--- config.mk ---
export PLATFORM = sky130hd
export DESIGN_NAME = vga_charbuf_arbiter
export DESIGN_NICKNAME = d
export VERILOG_FILES = /design/src/rtl/vga_pkg.sv /design/src/rtl/vga_rd_tag_pipe.sv /design/src/rtl/vga_charbuf_arbiter.sv
export SDC_FILE = /design/constraint.sdc
export NUM_CORES = 1
export LEC_CHECK = 0
export CAP_MARGIN = 20
export CORE_AREA = 2 2 84 126
export DETAILED_ROUTE_END_ITERATION = 7
export DIE_AREA = 0 0 86 128
export DONT_BUFFER_PORTS = 1
export GPL_TIMING_DRIVEN = 0
export PLACE_DENSITY = 0.54
export SLEW_MARGIN = 20
export SYNTH_ARGS = -nofsm -noshare
export SYNTH_HDL_FRONTEND = slang
export SYNTH_SLANG_ARGS = --single-unit
--- constraint.sdc ---
create_clock -name clk -period 2.1 [get_ports clk]
set_input_delay 0.105 -clock clk [delete_from_list [all_inputs] [get_ports clk]]
set_output_delay 0.105 -clock clk [all_outputs]
set_load 0.05 [all_outputs]
--- src/rtl/vga_pkg.sv ---
`default_nettype none
// ============================================================================
// Module      : vga_pkg
// Description : Shared constants for the VGA character-buffer arbiter:
//               read-return tag encoding and default RAM geometry.
// Revision    : 1.0 - initial release
// ============================================================================
package vga_pkg;

  localparam int CHAR_ADDR_W = 11;
  localparam int CHAR_DATA_W = 8;

  // Tag travelling alongside each RAM access, steering the read return.
  localparam logic [1:0] TAG_NONE = 2'd0;
  localparam logic [1:0] TAG_DISP = 2'd1;
  localparam logic [1:0] TAG_HOST = 2'd2;

endpackage
`default_nettype wire

--- src/rtl/vga_rd_tag_pipe.sv ---
`default_nettype none
// ============================================================================
// Module      : vga_rd_tag_pipe
// Description : Two-stage tag delay line matching the registered RAM port
//               plus the 1-cycle RAM read, and the demux registers that route
//               the returned data to either the display or the host output.
// Revision    : 1.0 - initial release
// ============================================================================
module vga_rd_tag_pipe
  import vga_pkg::*;
#(
  parameter int DATA_W = CHAR_DATA_W
) (
  input  logic              clk,
  input  logic              rst_n,
  input  logic [1:0]        tag_in,
  input  logic [DATA_W-1:0] ram_rdata,
  output logic [DATA_W-1:0] disp_data,
  output logic              disp_data_valid,
  output logic [DATA_W-1:0] host_rdata,
  output logic              host_rvalid
);

  // Stage 0 lines up with the registered ram_* drive, stage 1 with ram_rdata.
  logic [1:0] tag_s0;
  logic [1:0] tag_s1;

  // Delay the tag and capture returned data into the owner's output register.
  always_ff @(posedge clk or negedge rst_n) begin
    if (!rst_n) begin
      tag_s0          <= TAG_NONE;
      tag_s1          <= TAG_NONE;
      disp_data       <= '0;
      disp_data_valid <= 1'b0;
      host_rdata      <= '0;
      host_rvalid     <= 1'b0;
    end else begin
      tag_s0          <= tag_in;
      tag_s1          <= tag_s0;
      disp_data_valid <= (tag_s1 == TAG_DISP);
      host_rvalid     <= (tag_s1 == TAG_HOST);
      if (tag_s1 == TAG_DISP) disp_data  <= ram_rdata;
      if (tag_s1 == TAG_HOST) host_rdata <= ram_rdata;
    end
  end

endmodule
`default_nettype wire

--- src/rtl/vga_charbuf_arbiter.sv ---
`default_nettype none
// ============================================================================
// Module      : vga_charbuf_arbiter
// Description : Arbitrates one single-port character RAM between the VGA
//               display fetcher (priority, one-deep pending slot) and a host
//               valid/ready port with a bounded-wait starvation guard.
// Revision    : 1.0 - initial release
// ============================================================================
module vga_charbuf_arbiter
  import vga_pkg::*;
#(
  parameter int ADDR_W          = CHAR_ADDR_W,
  parameter int DATA_W          = CHAR_DATA_W,
  parameter int STARVE_MAX      = 15,
  parameter int HOST_BLANK_ONLY = 0
) (
  input  logic              clk,
  input  logic              rst_n,
  input  logic              disp_req,
  input  logic [ADDR_W-1:0] disp_addr,
  output logic [DATA_W-1:0] disp_data,
  output logic              disp_data_valid,
  input  logic              blank,
  input  logic              host_valid,
  output logic              host_ready,
  input  logic              host_we,
  input  logic [ADDR_W-1:0] host_addr,
  input  logic [DATA_W-1:0] host_wdata,
  output logic [DATA_W-1:0] host_rdata,
  output logic              host_rvalid,
  output logic              ram_en,
  output logic              ram_we,
  output logic [ADDR_W-1:0] ram_addr,
  output logic [DATA_W-1:0] ram_wdata,
  input  logic [DATA_W-1:0] ram_rdata,
  output logic              disp_overrun
);

  localparam logic [7:0] STARVE_LIM = 8'(STARVE_MAX);
  localparam logic       BLANK_GATE = (HOST_BLANK_ONLY != 0);

  logic              disp_pend;
  logic [ADDR_W-1:0] pend_addr;
  logic [7:0]        wait_cnt;

  logic              force_host;
  logic              disp_src;
  logic              grant_host;
  logic              grant_disp;
  logic [ADDR_W-1:0] disp_sel_addr;
  logic [1:0]        tag_grant;
  logic              pend_next;
  logic [ADDR_W-1:0] pend_addr_next;
  logic              drop_req;

  // Grant decision: forced host, else any display source, else eligible host.
  always_comb begin
    force_host    = !BLANK_GATE && host_valid && (wait_cnt == STARVE_LIM);
    disp_src      = disp_pend || disp_req;
    grant_host    = force_host ||
                    (!disp_src && host_valid && (!BLANK_GATE || blank));
    grant_disp    = !force_host && disp_src;
    disp_sel_addr = disp_pend ? pend_addr : disp_addr;
    if (grant_host)      tag_grant = host_we ? TAG_NONE : TAG_HOST;
    else if (grant_disp) tag_grant = TAG_DISP;
    else                 tag_grant = TAG_NONE;
  end

  assign host_ready = grant_host;

  // Pending-slot update: park a blocked live request, drop it if slot is busy.
  always_comb begin
    pend_next      = disp_pend;
    pend_addr_next = pend_addr;
    drop_req       = 1'b0;
    if (force_host) begin
      if (disp_req) begin
        if (disp_pend) begin
          drop_req = 1'b1;
        end else begin
          pend_next      = 1'b1;
          pend_addr_next = disp_addr;
        end
      end
    end else if (disp_pend) begin
      // Slot is served now; a coincident live request takes its place.
      pend_next      = disp_req;
      pend_addr_next = disp_addr;
    end else begin
      pend_next = 1'b0;
    end
  end

  // Arbiter state: pending slot, sticky overrun flag and host wait counter.
  always_ff @(posedge clk or negedge rst_n) begin
    if (!rst_n) begin
      disp_pend    <= 1'b0;
      pend_addr    <= '0;
      disp_overrun <= 1'b0;
      wait_cnt     <= '0;
    end else begin
      disp_pend    <= pend_next;
      pend_addr    <= pend_addr_next;
      disp_overrun <= disp_overrun | drop_req;
      if (BLANK_GATE || !host_valid || grant_host) begin
        wait_cnt <= '0;
      end else if (wait_cnt != STARVE_LIM) begin
        wait_cnt <= wait_cnt + 8'd1;
      end
    end
  end

  // Registered RAM port driven one cycle after the grant.
  always_ff @(posedge clk or negedge rst_n) begin
    if (!rst_n) begin
      ram_en    <= 1'b0;
      ram_we    <= 1'b0;
      ram_addr  <= '0;
      ram_wdata <= '0;
    end else begin
      ram_en <= grant_host || grant_disp;
      ram_we <= grant_host && host_we;
      if (grant_host)      ram_addr <= host_addr;
      else if (grant_disp) ram_addr <= disp_sel_addr;
      if (grant_host && host_we) ram_wdata <= host_wdata;
    end
  end

  vga_rd_tag_pipe #(
    .DATA_W (DATA_W)
  ) u_tag_pipe (
    .clk             (clk),
    .rst_n           (rst_n),
    .tag_in          (tag_grant),
    .ram_rdata       (ram_rdata),
    .disp_data       (disp_data),
    .disp_data_valid (disp_data_valid),
    .host_rdata      (host_rdata),
    .host_rvalid     (host_rvalid)
  );

endmodule
`default_nettype wire
Word-level counts from Yosys, hierarchy flattened:

Index checks and enable logic that the tools add are counted.

* output and inout port bits: 41
* input bits: 44
* bits in registers: 64

* bitwise logic cells: 1
* add/sub/neg operators: 1
* reduce and logical (&&, ||, !) cells: 15
* equal/unequal tests: 5
* muxes and demuxes: 17

Operator list (count)
* 11-bit 2-to-1 mux: 6
* 8-bit 2-to-1 mux: 2
* 8-bit by 1-bit adder with 8-bit output, second input constant: 1
* 8-bit by 4-bit == test with 1-bit output, second input constant: 1
* 8-bit by 4-bit inequality test with 1-bit output, second input constant: 1
* 1-bit 2-to-1 mux: 7
* 2-bit nonzero test: 3
* 1-bit logical AND: 4
* 1-bit logical OR: 4
* 2-bit 2-to-1 mux: 2
* 1-bit zero test: 3
* 2-bit by 1-bit == test with 1-bit output, second input constant: 1
* 2-bit == test, second input constant: 1
* 2-bit inequality test, second input constant: 1
* 2-bit AND reduction: 1
* 1-bit bitwise OR: 1

Logic depth before layout (Yosys ltp):

* depth in word-level cells: 6
* depth in mapped cells: 6
* mapped depth without buffers: 5

Hierarchy:

A second synthesis with hierarchy kept.

* cell total of the unflattened synthesis: 231
* area total of the unflattened synthesis: 2927.8 µm²

By module, submodules not included
* vga_charbuf_arbiter: sequential area each 1051.0 µm², cells each 187, area an instance 2094.5 µm², instances 1
* vga_rd_tag_pipe: sequential area each 550.5 µm², cells each 44, area an instance 833.3 µm², instances 1

Least setup slack after synthesis:

Ideal clock, no wire load.

* path type: flip-flop to flip-flop
* start: register disp_pend
* end: register ram_addr[5]
* cell stages (with the launch flop): 6
* setup slack: 432 ps
* clock period less this slack: 1668 ps
* data arrival time: 1528 ps
* cell sequence: dfrtp_1 > buf_2 > or3b_1 > o31ai_4 > buf_2 > o21ai_0

* word-level cells in the longest chain between the ends: 5

RTL lines
* start, declared: line vga_charbuf_arbiter.sv:42 `logic disp_pend;`
* start signal, assigned: line vga_charbuf_arbiter.sv:102 `disp_pend <= pend_next;`
* 1-bit logical OR *: line vga_charbuf_arbiter.sv:59 `disp_src = disp_pend || disp_req;`
* 1-bit zero test *: line vga_charbuf_arbiter.sv:61 `(!disp_src && host_valid && (!BLANK_GATE || blank));`
* 1-bit logical AND *: line vga_charbuf_arbiter.sv:61
* 1-bit logical OR *: line vga_charbuf_arbiter.sv:60 `grant_host = force_host ||`
* named net host_ready: line vga_charbuf_arbiter.sv:25 `output logic host_ready,`
* 11-bit 2-to-1 mux or 2-bit nonzero test (tied branches)
* end signal, assigned: line vga_charbuf_arbiter.sv:123 `if (grant_host) ram_addr <= host_addr;`
* end signal, assigned: line vga_charbuf_arbiter.sv:124 `else if (grant_disp) ram_addr <= disp_sel_addr;`
* end, declared: line vga_charbuf_arbiter.sv:33 `output logic [ADDR_W-1:0] ram_addr,`

The timed path passes the listed nets; every way through them passes the cells marked *. The select of a mux whose other input is x is not followed.
A chain may end at the register's enable or synchronous reset.

Worst setup path in the final report:

* start: register wait_cnt[0]
* end: output port host_ready

* word-level cells in the longest chain between the ends: 3

RTL lines
* start, declared: line vga_charbuf_arbiter.sv:44 `logic [7:0] wait_cnt;`
* start signal, assigned: line vga_charbuf_arbiter.sv:108 `wait_cnt <= wait_cnt + 8'd1;`
* 8-bit by 4-bit == test with 1-bit output: line vga_charbuf_arbiter.sv:58 `force_host = !BLANK_GATE && host_valid && (wait_cnt == STARVE_LIM);`
* 1-bit logical AND: line vga_charbuf_arbiter.sv:58
* 1-bit logical OR: line vga_charbuf_arbiter.sv:60
* end, declared: line vga_charbuf_arbiter.sv:25

No other way between the ends.

==> reports/qor.csv <==
metric,value,unit
status,finished clean,
final RePlAce weighted congestion,0.737,
Worst setup SP type,flip-flop,
Yosys cell types,35,
Synth Area in Simple Gates,10.4,%
later-pin clock latency in the skew report,0.33,ns
Clock Skew,0.00928,ns
most used standard cell by instance count after synthesis,dfrtp_1,
setup TNS,0,ns
Overflow after GRT,0,
largest net degree at the start of global routing,65,
top cell type's share of synthesized area,55.5,%
Slew headroom,53.9,%
Ports,85,
"top cells by area, synth","dfrtp_1 (55%), mux2i_1 (8.3%), mux2_2 (6.6%), mux2_4 (4.2%), nand2_1 (2.2%)",
PD cells,963,nW/um^2
vias in the first global route,2144,
via count,1991,
first-pass GRT wire length,11400,um
synthesis warning total,0,
minimum clock period,1.94,ns
Die Area,11000,um^2
final instance area,3720,um^2
overall die height,128,um
Num CTS Buffers,9,
endpoints failing setup,0,
Compound-Gate Fraction of Synth Area,9.32,%
post-synthesis sequential area ratio,55.5,%
Area growth syn-to-layout,28.8,%
Avg WL per Cell,17.9,um
width of the die,86,um
initial drt markers,69,
leak pwr,1.64,nW
syn avg cell area,12.2,um^2
final WL,7320,um
clk root buf,clkbuf_16,
final worst path period share,92.4,%
Synth Cell Area,2890,um^2
Initial Utilization,29.0,%
clk sinks,64,
Max VDD drop,0.375,mV
RSZ-0062 raised after global routing,no,
detailed placement HPWL,4810,um
Max Clk Rate,515,MHz
# Max-Cap Violations,0,
layout cells sized above 1,19.6,%
kind of cell adding the most delay to the critical path,compound AO/OA/AOI/OAI gates,
Total GRT Usage,13.9,%
drc violations,0,
"FF+latch count, synth",64,
CP required,2.00,ns
post-CTS setup buffer count,0,
Worst Path Buf+Inv,1,
nets@finish,331,
core area,9970,um^2
antenna diode count,0,
Synth Flop Type,dfrtp_1,
TritonCTS clock tree,yes,
final core occ,37.3,%
Post-Syn Instances,236,
crit-path max cell delay,0.37,ns
initial antenna violation count,0,
worst path cell trace,"ha_1, nand4b_2, o31ai_4, buf_4",
post-route antenna net violation count,0,
Crit path arrival time,1.84,ns
H-tree level count,3,
largest family of logic cells by synthesized area,multiplexers,
post-synthesis xor/xnor area fraction,1.82,%
crit path kind,flip-flop to output port,
Async SR Flop Fraction,100,%
maximum clock path buffer count,2,
number of I/O port buffers,0,
total power,0.00358,W
post-synthesis mux area share,19.1,%
1st-pass router iterations,4,
syn nets,281,
Final Hold Vio Count,0,
clock slew at reported path FFs,0.05,ns
"area leader, netlist",dfrtp_1,
Worst-Margin Slew,0.687,ns
post-synthesis adder-cell area fraction,0.780,%
Area after DPL,3030,um^2
Hold Crit Class,primary input to flip-flop,
"top cells by count, synth","dfrtp_1 (64), mux2i_1 (24), mux2_2 (17), nand2_1 (17), nor2_1 (17)",
CP Capture Type,output port,
CP max stage cell,o31ai_4,
number of synthesized flops with an enable pin,0,
vias per inst,4.88,
Final Max Slew Viols,0,
CP max FO,10,
num rows,45,
==> flip-flops by register name, summed over array words and instances (netlist names), 2 cells and up <==
signal / flops
pend_addr: 11
u_tag_pipe.tag_s0: 2
ram_addr: 11
u_tag_pipe.host_rdata: 8
u_tag_pipe.tag_s1: 2
wait_cnt: 8
u_tag_pipe.disp_data: 8
ram_wdata: 8
==> worst reg2reg max path, stage by stage, from the launching register on <==
cell,delay [ns]
dfrtp_1,0.36
ha_1,0.22
nand4b_2,0.20
nor3_4,0.39
buf_6,0.24
mux2i_1,0.25
a22oi_2,0.07
==> layout make-up <==
cell class,instances,area [um^2]
inverter,3,11.3
timing repair buffer,39,408
clock buffer,11,243
sequential,64,1600
clock inverter,5,32.5
buffer,15,81.3
fill,986,6250
tap,117,146
multi-input combinational,154,1200
==> path summary, 6_finish.rpt <==
kind | from | endpoint | slack, ns | cells after the start
min in group asynchronous | rst_n | ram_addr[4] | 0.32 | 2
min reg2reg | u_tag_pipe.tag_s0[0] | u_tag_pipe.tag_s1[0] | 0.35 | 0
max reg2reg | wait_cnt[0] | pend_addr[0] | 0.22 | 6
min | disp_addr[8] | pend_addr[8] | 0.01 | 2
max | wait_cnt[0] | host_ready | 0.16 | 4
max in group asynchronous | rst_n | ram_addr[0] | 1.50 | 2
==> stage by stage <==
stage	setup WS, ns	hold WS, ns	std cells
final	0.160	0.0118	408
after global routing	0.0508	0.0178	408
after CTS	0.114	0.00149	408
after detailed placement	0.125	-0.187	353
after global placement	0.205	-0.188	353
after floorplan	0.432	-0.191	236
==> cell usage in the layout (no fill, tap or decap), drive strengths merged, types with 3 or more instances in the layout <==
master       count
mux2            25
and3             3
clkbuf          18
a31oi            9
a221o            3
a21oi            8
dlygate4sd3     38
nand2           18
nor2b            3
mux2i           24
xor2             3
buf              9
nor3             6
nor2            17
dfrtp           64
inv              3
o21ai            8
a22oi            9
clkinvlp         3
xnor2            3
==> per-layer routing <==
metal	share of wire, %	routed length [um]	up-vias	track usage, %
li1	-	-	937	-
met1	40	2950	1009	16.2
met2	53	3860	38	22.6
met3	5.0	367	7	4.31
met4	1.9	138	0	7.84
met5	0	0	-	0
==> power breakdown <==
part | internal [W] | switching, W | total (W)
Sequential | 0.00137 | 0.000518 | 0.00189
Combinational | 0.000198 | 0.000139 | 0.000337
Clock | 0.000825 | 0.000531 | 0.00136
Total | 0.00240 | 0.00119 | 0.00358
==> logic make-up (layout without fill, tap and decap cells) <==
| logic type | after synthesis | count (layout) |
|---|---|---|
| flops | 64 | 64 |
| simple gates | 58 | 58 |
| mux | 49 | 49 |
| compound gates | 39 | 39 |
| buf+inv | 18 | 73 |
| xor+xnor | 6 | 6 |
| fa+ha+maj | 2 | 2 |
==> repair_timing <==
item,4_1_cts,5_1_grt
hold buffers,39,0
gates resized for setup,1,0
hold endpoints to repair,110,0
endpoints found under the setup margin,1,0
Power figures use the tool's default switching activity.
